### src/rtl/timer_arbiter_if.sv
// timer_arbiter_if: bundles requester-side and timer-side signals of timer_arbiter.
// slave modport is the arbiter's view; master modport is the clients/timer side.
interface timer_arbiter_if #(
  parameter int unsigned N_REQ = 4
);
  logic [N_REQ-1:0]   REQ;
  logic [3*N_REQ-1:0] REQ_MIN;
  logic [6*N_REQ-1:0] REQ_SEC;
  logic [N_REQ-1:0]   GNT;
  logic [N_REQ-1:0]   DONE;
  logic               BUSY;
  logic               ERR;
  logic [2:0]         TMR_MIN;
  logic [5:0]         TMR_SEC;
  logic               TMR_START;
  logic               TMR_TIME_UP;

  modport slave (
    input  REQ, REQ_MIN, REQ_SEC, TMR_TIME_UP,
    output GNT, DONE, BUSY, ERR, TMR_MIN, TMR_SEC, TMR_START
  );

  modport master (
    output REQ, REQ_MIN, REQ_SEC, TMR_TIME_UP,
    input  GNT, DONE, BUSY, ERR, TMR_MIN, TMR_SEC, TMR_START
  );
endinterface

### src/rtl/timer_arbiter.sv
// timer_arbiter: round-robin sharing of one minute/second timer among N_REQ clients.
// Optional watchdog abort in RUN is enabled by defining TIMER_ARB_WATCHDOG_EN.
module timer_arbiter #(
  parameter int unsigned N_REQ     = 4,
  parameter int unsigned WD_CYCLES = 512
) (
  input logic             SYSCLK,
  input logic             RST,
  timer_arbiter_if.slave  bus
);

  localparam int unsigned IDX_W   = $clog2(N_REQ);
  localparam int unsigned MIN_W   = 3;
  localparam int unsigned SEC_W   = 6;
  localparam int unsigned SEC_MAX = 59;

  // Parameter sanity: owner index width and watchdog counter range
  if (N_REQ < 2 || N_REQ > 8) begin : g_bad_n_req
    $error("timer_arbiter: N_REQ must be in 2..8");
  end
  if (WD_CYCLES < 1 || WD_CYCLES > 1024) begin : g_bad_wd
    $error("timer_arbiter: WD_CYCLES must fit the 10-bit watchdog counter");
  end

  typedef enum logic [1:0] {IDLE, LOAD, RUN, FIN} state_t;

  state_t             state_q, state_d;
  logic [IDX_W-1:0]   ptr_q, ptr_d;
  logic [IDX_W-1:0]   owner_q, owner_d;
  logic [MIN_W-1:0]   tmr_min_q, tmr_min_d;
  logic [SEC_W-1:0]   tmr_sec_q, tmr_sec_d;
  logic [N_REQ-1:0]   gnt_q, gnt_d;
  logic [N_REQ-1:0]   done_q, done_d;
  logic               busy_q, busy_d;
  logic               err_q, err_d;

  logic               found_c;
  logic [IDX_W-1:0]   pick_c;
  logic [MIN_W-1:0]   min_a [N_REQ];
  logic [SEC_W-1:0]   sec_a [N_REQ];
  logic [SEC_W-1:0]   sec_clamp_c;
  logic               preset_zero_c;
  logic               wd_hit_c;

  function automatic logic [N_REQ-1:0] onehot(input logic [IDX_W-1:0] i);
    logic [N_REQ-1:0] v;
    v    = '0;
    v[i] = 1'b1;
    return v;
  endfunction

`ifdef TIMER_ARB_WATCHDOG_EN
  localparam int unsigned WD_W = 10;
  logic [WD_W-1:0] wd_cnt_q;

  // Watchdog counter: cleared in LOAD, counts RUN cycles
  always_ff @(posedge SYSCLK) begin
    if (RST) begin
      wd_cnt_q <= '0;
    end else if (state_q == LOAD) begin
      wd_cnt_q <= '0;
    end else if (state_q == RUN) begin
      wd_cnt_q <= wd_cnt_q + WD_W'(1);
    end
  end

  // Limit is reached on the RUN cycle whose increment would hit WD_CYCLES
  assign wd_hit_c = (wd_cnt_q == WD_W'(WD_CYCLES - 1));
`else
  assign wd_hit_c = 1'b0;
`endif

  // Unpack per-requester presets
  always_comb begin
    for (int unsigned i = 0; i < N_REQ; i++) begin
      min_a[i] = bus.REQ_MIN[i*MIN_W +: MIN_W];
      sec_a[i] = bus.REQ_SEC[i*SEC_W +: SEC_W];
    end
  end

  // Round-robin search starting at the rotation pointer
  always_comb begin
    int unsigned idx;
    found_c = 1'b0;
    pick_c  = '0;
    idx     = 0;
    for (int unsigned j = 0; j < N_REQ; j++) begin
      idx = (32'(ptr_q) + j) % N_REQ;
      if (!found_c && bus.REQ[IDX_W'(idx)]) begin
        found_c = 1'b1;
        pick_c  = IDX_W'(idx);
      end
    end
  end

  // Seconds above 59 would never match in the timer, so clamp them
  assign sec_clamp_c   = (sec_a[pick_c] > SEC_W'(SEC_MAX)) ? SEC_W'(SEC_MAX) : sec_a[pick_c];
  assign preset_zero_c = (tmr_min_q == '0) && (tmr_sec_q == '0);

  // Next-state and registered-output decode
  always_comb begin
    state_d   = state_q;
    ptr_d     = ptr_q;
    owner_d   = owner_q;
    tmr_min_d = tmr_min_q;
    tmr_sec_d = tmr_sec_q;
    err_d     = 1'b0;

    case (state_q)
      IDLE: begin
        if (found_c) begin
          owner_d   = pick_c;
          tmr_min_d = min_a[pick_c];
          tmr_sec_d = sec_clamp_c;
          state_d   = LOAD;
        end
      end
      LOAD: begin
        state_d = preset_zero_c ? FIN : RUN;
      end
      RUN: begin
        if (bus.TMR_TIME_UP) begin
          state_d = FIN;
        end else if (wd_hit_c) begin
          state_d = FIN;
          err_d   = 1'b1;
        end
      end
      FIN: begin
        ptr_d   = (owner_q == IDX_W'(N_REQ - 1)) ? '0 : owner_q + IDX_W'(1);
        state_d = IDLE;
      end
      default: begin
        state_d = IDLE;
      end
    endcase

    busy_d = (state_d != IDLE);
    gnt_d  = busy_d ? onehot(owner_d) : '0;
    done_d = (state_d == FIN) ? onehot(owner_d) : '0;
  end

  // State and output registers
  always_ff @(posedge SYSCLK) begin
    if (RST) begin
      state_q   <= IDLE;
      ptr_q     <= '0;
      owner_q   <= '0;
      tmr_min_q <= '0;
      tmr_sec_q <= '0;
      gnt_q     <= '0;
      done_q    <= '0;
      busy_q    <= 1'b0;
      err_q     <= 1'b0;
    end else begin
      state_q   <= state_d;
      ptr_q     <= ptr_d;
      owner_q   <= owner_d;
      tmr_min_q <= tmr_min_d;
      tmr_sec_q <= tmr_sec_d;
      gnt_q     <= gnt_d;
      done_q    <= done_d;
      busy_q    <= busy_d;
      err_q     <= err_d;
    end
  end

  assign bus.GNT       = gnt_q;
  assign bus.DONE      = done_q;
  assign bus.BUSY      = busy_q;
  assign bus.ERR       = err_q;
  assign bus.TMR_MIN   = tmr_min_q;
  assign bus.TMR_SEC   = tmr_sec_q;
  // Start is a decode of the LOAD state so it lasts exactly one cycle
  assign bus.TMR_START = (state_q == LOAD) && !preset_zero_c;

endmodule

### src/flat_wrapper.sv
// flat-port wrapper written by rule: the top's interface ports become plain ports
module timer_arbiter_flat 
#(
  parameter int unsigned N_REQ     = 4,
  parameter int unsigned WD_CYCLES = 512
)
  (SYSCLK, RST, bus_REQ, bus_REQ_MIN, bus_REQ_SEC, bus_TMR_TIME_UP, bus_GNT, bus_DONE, bus_BUSY, bus_ERR, bus_TMR_MIN, bus_TMR_SEC, bus_TMR_START);
  timer_arbiter_if #(.N_REQ(N_REQ)) bus_i ();
  input logic SYSCLK;
  input logic RST;
  input wire logic [$bits(bus_i.REQ)-1:0] bus_REQ;
  input wire logic [$bits(bus_i.REQ_MIN)-1:0] bus_REQ_MIN;
  input wire logic [$bits(bus_i.REQ_SEC)-1:0] bus_REQ_SEC;
  input wire logic [$bits(bus_i.TMR_TIME_UP)-1:0] bus_TMR_TIME_UP;
  output wire logic [$bits(bus_i.GNT)-1:0] bus_GNT;
  output wire logic [$bits(bus_i.DONE)-1:0] bus_DONE;
  output wire logic [$bits(bus_i.BUSY)-1:0] bus_BUSY;
  output wire logic [$bits(bus_i.ERR)-1:0] bus_ERR;
  output wire logic [$bits(bus_i.TMR_MIN)-1:0] bus_TMR_MIN;
  output wire logic [$bits(bus_i.TMR_SEC)-1:0] bus_TMR_SEC;
  output wire logic [$bits(bus_i.TMR_START)-1:0] bus_TMR_START;
  assign bus_i.REQ = bus_REQ;
  assign bus_i.REQ_MIN = bus_REQ_MIN;
  assign bus_i.REQ_SEC = bus_REQ_SEC;
  assign bus_i.TMR_TIME_UP = bus_TMR_TIME_UP;
  assign bus_GNT = bus_i.GNT;
  assign bus_DONE = bus_i.DONE;
  assign bus_BUSY = bus_i.BUSY;
  assign bus_ERR = bus_i.ERR;
  assign bus_TMR_MIN = bus_i.TMR_MIN;
  assign bus_TMR_SEC = bus_i.TMR_SEC;
  assign bus_TMR_START = bus_i.TMR_START;
  timer_arbiter #(.N_REQ(N_REQ), .WD_CYCLES(WD_CYCLES)) u_core (.SYSCLK(SYSCLK), .RST(RST), .bus(bus_i));
endmodule
### config.mk
export PLATFORM = sky130hd
export DESIGN_NAME = timer_arbiter_flat
export DESIGN_NICKNAME = d
export VERILOG_FILES = /design/src/rtl/timer_arbiter_if.sv /design/src/rtl/timer_arbiter.sv /design/src/flat_wrapper.sv
export SDC_FILE = /design/constraint.sdc
export NUM_CORES = 1
export LEC_CHECK = 0
export ABC_AREA = 0
export CORE_MARGIN = 2
export CORE_UTILIZATION = 39
export CTS_CLUSTER_DIAMETER = 60
export DETAILED_ROUTE_END_ITERATION = 16
export DONT_BUFFER_PORTS = 1
export PLACE_DENSITY_LB_ADDON = 0.08
export SLEW_MARGIN = 20
export SYNTH_ARGS = -nofsm -noshare
export SYNTH_HDL_FRONTEND = slang
export SYNTH_SLANG_ARGS = --single-unit
### constraint.sdc
create_clock -name SYSCLK -period 5.13 [get_ports SYSCLK]
set_input_delay 1.539 -clock SYSCLK [delete_from_list [all_inputs] [get_ports SYSCLK]]
set_output_delay 1.539 -clock SYSCLK [all_outputs]
set_load 0.03 [all_outputs]
==> results.json, run 1 <==
{
  "grt_usage": 0.1324,
  "pwr-share-seq": 0.481,
  "grt_pass1_wl_um": 4140,
  "finalWeightedCongestion": 0.6642,
  "path_clk_slew_ns": 0.13,
  "core_area_mm2": 0.003311,
  "pwr-share-comb": 0.341,
  "clock_power_share": 0.178,
  "p_per_area_mw_per_mm2": 544.1,
  "max_slew_margin": 0.4389,
  "antenna_cells": 0,
  "clock_tree.htree_level_count": 1,
  "vias": 1016,
  "hold_buffers": 0,
  "synth_nets": 199,
  "crit_path_end_kind": "output port",
  "drt_iter0_markers": 18,
  "dp_hpwl_um": 2096,
  "antenna_found_initial": 0,
  "rr_endpoint": "u_core.bus.TMR_SEC[0]",
  "cts.sinks": 24,
  "min_path_type": "reg2reg",
  "yosysSeqAreaShare": 0.3626,
  "cts_buffer_depth": 2,
  "slew_viol_final": 0,
  "min_delay_path_depth": 2,
  "die_y_um": 62.29,
  "synth_area_leader_cell": "dfxtp_1",
  "outcome": "finished, final reports clean",
  "drtAntennaViolNets": 0,
  "p_leak_nw": 0.5753,
  "cp.required_ns": 3.59,
  "synth_top_area_frac": 0.3626,
  "finalNonFillerCells": 192,
  "preCtsSetupSlack_ns": 1.531,
  "ys_ff_latch": 24,
  "skew_ns": 0.005035,
  "routedWlPerCell_um": 13.85,
  "synth_common_cells": "24 x dfxtp_1, 20 x mux2i_1, 18 x nand2_1, 17 x nor2_1, 9 x a21oi_1",
  "drcViolationCount": 0,
  "setup_ws_ns": 1.872,
  "fin_crit_ns": 3.258,
  "drive_gt1_frac": 0.08904,
  "switching_share": 0.4475,
  "p_int_w": 0.0004172,
  "avgSynthCellArea_um2": 8.833,
  "ff2ff_setup_slack_ns": 2.87,
  "synth_edf_count": 0,
  "drt_pass1_iterations": 4,
  "hold_viol": 0,
  "synthTopCellsByArea": "dfxtp_1 36%, mux2i_1 15%, ha_1 5.7%",
  "cts_setup_buffers": 0,
  "io_pins": 63,
  "finalSetupViolCount": 0,
  "start_util": 0.4002,
  "syn_inst": 150,
  "finalSetupTns_ns": 0,
  "ff2ff_path_depth": 6,
  "ir_drop_uv": 177.9,
  "dpl.cell_count": 188,
  "grt_max_degree": 19,
  "viasPerCell": 5.292,
  "cts_resized": 0,
  "rsz0062_at_grt": "false",
  "critical_path_arrival_ns": 1.72,
  "insertion_delay_ns": 0.31,
  "async_flop_share": 0,
  "grt_pass1_vias": 887,
  "synth_warnings": 0,
  "cp-start-kind": "flip-flop",
  "min_from": "u_core.ptr_q[0]",
  "cts_tree": "yes",
  "io_buffers": 0,
  "die_x_um": 62.29,
  "p_sw_w": 0.0003378,
  "routed_wl_um": 2660,
  "timing.final.crit_share": 0.6350,
  "tightest_slew_ns": 0.8377,
  "drv_cap": 0,
  "synth_most_common_cell": "dfxtp_1",
  "gr-total-overflow": 0,
  "cts-root-buf": "clkbuf_4",
  "syn_to_final_growth_pct": 4.721,
  "worstReg2RegStart": "u_core.ptr_q[1]",
  "timing.hold.ws_ns": 0.5963,
  "cts_buffers": 3,
  "fmaxAchievable_ghz": 0.3070,
  "syn-cell-area_mm2": 0.001325,
  "ys.flop_type": "dfxtp_1",
  "rows": 21,
  "hold_end": "u_core.ptr_q[0]",
  "nNetsFinal": 196,
  "worst-setup-path-type": "reg2out",
  "ys_types": 35,
  "die_area_mm2": 0.003879,
  "cp_max_fo": 3
}
==> sequential cells by signal, summed over array words and instances, names as in the netlist <==
| register | flops |
|---|---|
| u_core.ptr_q | 2 |
| u_core.bus.TMR_MIN | 3 |
| u_core.owner_q | 2 |
| u_core.bus.BUSY | 1 |
| u_core.bus.TMR_SEC | 6 |
| u_core.bus.GNT | 4 |
| u_core.bus.DONE | 4 |
| u_core.state_q | 2 |
==> routing by layer <==
metal  wire length, um  track usage  vias up
met5                 0            0        -
met4                28      0.04167        0
met3               214      0.02899        2
met2              1298       0.2310       41
met1              1118       0.1625      461
li1                  -            -      512
==> metrics by stage <==
stage	total power, W	util	instance area, um2
after floorplan	0.0005779	-	1325
after global placement	0.0006234	0.3998	1324
after detailed placement	0.0006282	0.3998	1324
after CTS	0.0007629	0.4157	1376
after global routing	0.0008134	0.4191	1388
final	0.0007550	0.4191	1388
==> power by group through the flow <==
stage / Clock [W] / Sequential [W] / Combinational, W
floorplan: 0 / 0.000355 / 0.000223
global placement: 0 / 0.000368 / 0.000255
detailed placement: 0 / 0.000369 / 0.000259
CTS: 0.000139 / 0.000364 / 0.000260
global route: 0.000144 / 0.000371 / 0.000298
finish: 0.000134 / 0.000363 / 0.000258
==> layout by cell type, fill, tap and decap left out, types with 3 or more instances in the layout <==
| cell | n |
|---|---|
| dfxtp_1 | 24 |
| clkbuf_4 | 3 |
| o211ai_1 | 3 |
| a21oi_1 | 9 |
| nor2_1 | 17 |
| nand2_1 | 18 |
| o21ai_0 | 6 |
| ha_1 | 6 |
| mux2i_1 | 20 |
| inv_1 | 7 |
| mux2_2 | 5 |
==> critical path: stages (launching register included) <==
cell,delay [ns]
dfxtp_1,0.57
nor4_1,0.14
a31oi_1,0.71
==> logic make-up (layout without fill, tap and decap cells) <==
family	after synthesis	count (layout)	share of synthesized area
AND/OR/NAND/NOR	50	50	0.1709
AO/OA/AOI/OAI	28	28	0.1341
multiplexers	26	26	0.2040
flip-flops	24	24	0.3626
buffers and inverters	15	11	0.06893
adder cells (fa/ha/maj)	6	6	0.05666
other	1	1	0.002830
==> worst max-delay path by stage <==
stage	start	cells past startpoint	to	slack [ns]
after floorplan	bus_REQ[1]	8	u_core.bus.TMR_SEC[0]	2.13
after global placement	bus_REQ[1]	6	u_core.bus.TMR_SEC[0]	1.63
after detailed placement	bus_REQ[1]	6	u_core.bus.TMR_SEC[0]	1.53
after CTS	u_core.bus.TMR_MIN[2]	2	bus_TMR_START	1.86
after global routing	u_core.bus.TMR_MIN[2]	2	bus_TMR_START	1.80
final	u_core.bus.TMR_SEC[1]	2	bus_TMR_START	1.87
==> area by class of cell <==
type / count / area, um2
Fill cell: 384 / 1923
Multi-Input combinational cell: 111 / 770.7
Sequential cell: 24 / 480.5
Tap cell: 46 / 57.56
Clock inverter: 1 / 30.03
Inverter: 7 / 26.28
Clock buffer: 3 / 22.52
No activity file was read; power rests on OpenSTA's default activity.
==> run 2, diff against run 1 <==
Clock period 5.13 ns to 3.21 ns, I/O delays scaled along.
==> run 2 against run 1 <==
Against the previous run: core utilization up 0.34 points; clock-buffer cell count unchanged; sequential power up 59%; critical path depth up 1; hold slack worse by 0.017 ns; first-iteration DRC count up 17%; cell area up 0.81%; via count down 1.2%; total power up 61%.
==> results.json, run 2 (synthesis gave the netlist of run 1 again) <==
{
  "outcome": "finished, final reports clean",
  "clock_power_share": 0.178,
  "drt_iter0_markers": 21,
  "die_area_mm2": 0.003879,
  "switching_share": 0.4433,
  "cts_buffer_depth": 2,
  "crit_path_max_incr_delay_ns": 0.45,
  "path_cells": "nor4_1, a31oi_1, buf_4",
  "cp-start-kind": "flip-flop",
  "dp_hpwl_um": 2069,
  "viasPerCell": 5.149,
  "cts_tree": "yes",
  "routed_wl_um": 2569,
  "core_area_mm2": 0.003311,
  "nFillCells": 366,
  "antenna_found_initial": 0,
  "p_per_area_mw_per_mm2": 868.9,
  "finalWeightedCongestion": 0.7117,
  "rsz0062_at_grt": "false",
  "skew_ns": 0.002408,
  "die_y_um": 62.29,
  "drtAntennaViolNets": 0,
  "cts.sinks": 24,
  "grt_pass1_wl_um": 4243,
  "p_sw_w": 0.0005389,
  "syn_to_final_growth_pct": 5.571,
  "cp.required_ns": 2.25,
  "io_buffers": 0,
  "cts-root-buf": "clkbuf_4",
  "tightest_slew_ns": 0.6435,
  "critPathTopFamily": "flip-flops",
  "fin_crit_ns": 2.484,
  "p_total_w": 0.001215,
  "rows": 21,
  "clock_tree.htree_level_count": 1,
  "cts_buffers": 3,
  "p_leak_nw": 0.5885,
  "final_cell_mix": "24 x dfxtp_1, 20 x mux2i_1, 18 x nand2_1, 17 x nor2_1, 9 x a21oi_1",
  "p_int_w": 0.0006766,
  "finalNonFillerCells": 195,
  "drive_gt1_frac": 0.1074,
  "gr-total-overflow": 0,
  "cts_setup_buffers": 0,
  "io_pins": 63,
  "multiInputGateArea_um2": 759.5,
  "start_util": 0.4002,
  "fmaxAchievable_ghz": 0.4027,
  "final_common_cell": "dfxtp_1",
  "grt_pass1_vias": 910,
  "max_slew_margin": 0.5710,
  "timing.final.crit_share": 0.7737,
  "die_x_um": 62.29,
  "cp_max_fo": 3,
  "grt_usage": 0.1379,
  "finalSetupTns_ns": 0,
  "path_clk_slew_ns": 0.13,
  "timing.hold.ws_ns": 0.5789,
  "largest_reg_flops": 6,
  "nNetsFinal": 199,
  "hold_viol": 0,
  "pwr-share-seq": 0.476,
  "vias": 1004,
  "drcViolationCount": 0,
  "slew_viol_final": 0,
  "antenna_cells": 0,
  "worst-setup-path-type": "reg2out",
  "routedWlPerCell_um": 13.17,
  "critical_path_arrival_ns": 1.52,
  "cp_slowest_cell": "dfxtp_1",
  "finalSetupViolCount": 0,
  "path_buf_inv": 1,
  "insertion_delay_ns": 0.31,
  "dpl.cell_count": 191,
  "ir_drop_uv": 317.4,
  "crit_path_end_kind": "output port",
  "min_path_type": "reg2reg",
  "grt_max_degree": 18,
  "drt_pass1_iterations": 4,
  "cts_resized": 0,
  "hold_buffers": 0,
  "seq_area_um2": 480.5,
  "pwr-share-comb": 0.347,
  "drv_cap": 0
}
## run 2: worst paths after layout
check | startpoint | end | slack (ns) | depth (start not counted)
worst max-delay path | u_core.bus.TMR_SEC[1] | bus_TMR_START | 0.73 | 3
worst min-delay path | u_core.ptr_q[0] | u_core.ptr_q[0] | 0.58 | 2
worst max register to register | u_core.ptr_q[1] | u_core.bus.TMR_SEC[0] | 1.04 | 6
worst min register to register | u_core.ptr_q[0] | u_core.ptr_q[0] | 0.58 | 2
## run 2: tightest hold or removal path, delay by kind of cell, from the launching register on
kind	cells	cell delay [ns]
flip-flops	1	0.37
multiplexers	1	0.14
AND/OR/NAND/NOR	1	0.05
## run 2: stage by stage
stage          worst slack, ns    util  cell area [um2]
5_1_grt                 0.5664  0.4225             1399
3_3_place_gp            0.5438  0.4067             1346
2_1_floorplan           0.7888       -             1325
4_1_cts                 0.7210  0.4225             1399
6_report                0.7265  0.4225             1399
3_5_place_dp            0.5017  0.4067             1346
## run 2: power groups by stage
stage,clock network (W),registers (W),logic [W]
final,0.000216,0.000578,0.000421
after global routing,0.000237,0.000591,0.000489
after CTS,0.000225,0.000580,0.000427
after detailed placement,0,0.000589,0.000426
after global placement,0,0.000588,0.000421
after floorplan,0,0.000568,0.000356
## run 2: cell type report
cell class / count / share of cell area
Clock buffer: 3 / 0.01610
Clock inverter: 1 / 0.02147
Inverter: 7 / 0.01878
Multi-Input combinational cell: 111 / 0.5429
Sequential cell: 24 / 0.3435
Tap cell: 46 / 0.04114
Timing Repair Buffer: 3 / 0.01610
## run 2: layer usage
layer  GRT usage  up-vias  routed length (um)
met5           0        -                   0
met2      0.2201       50                1208
met3     0.03986        2                 242
met4     0.05000        0                  11
met1      0.1778      433                1107
li1            -      519                   -
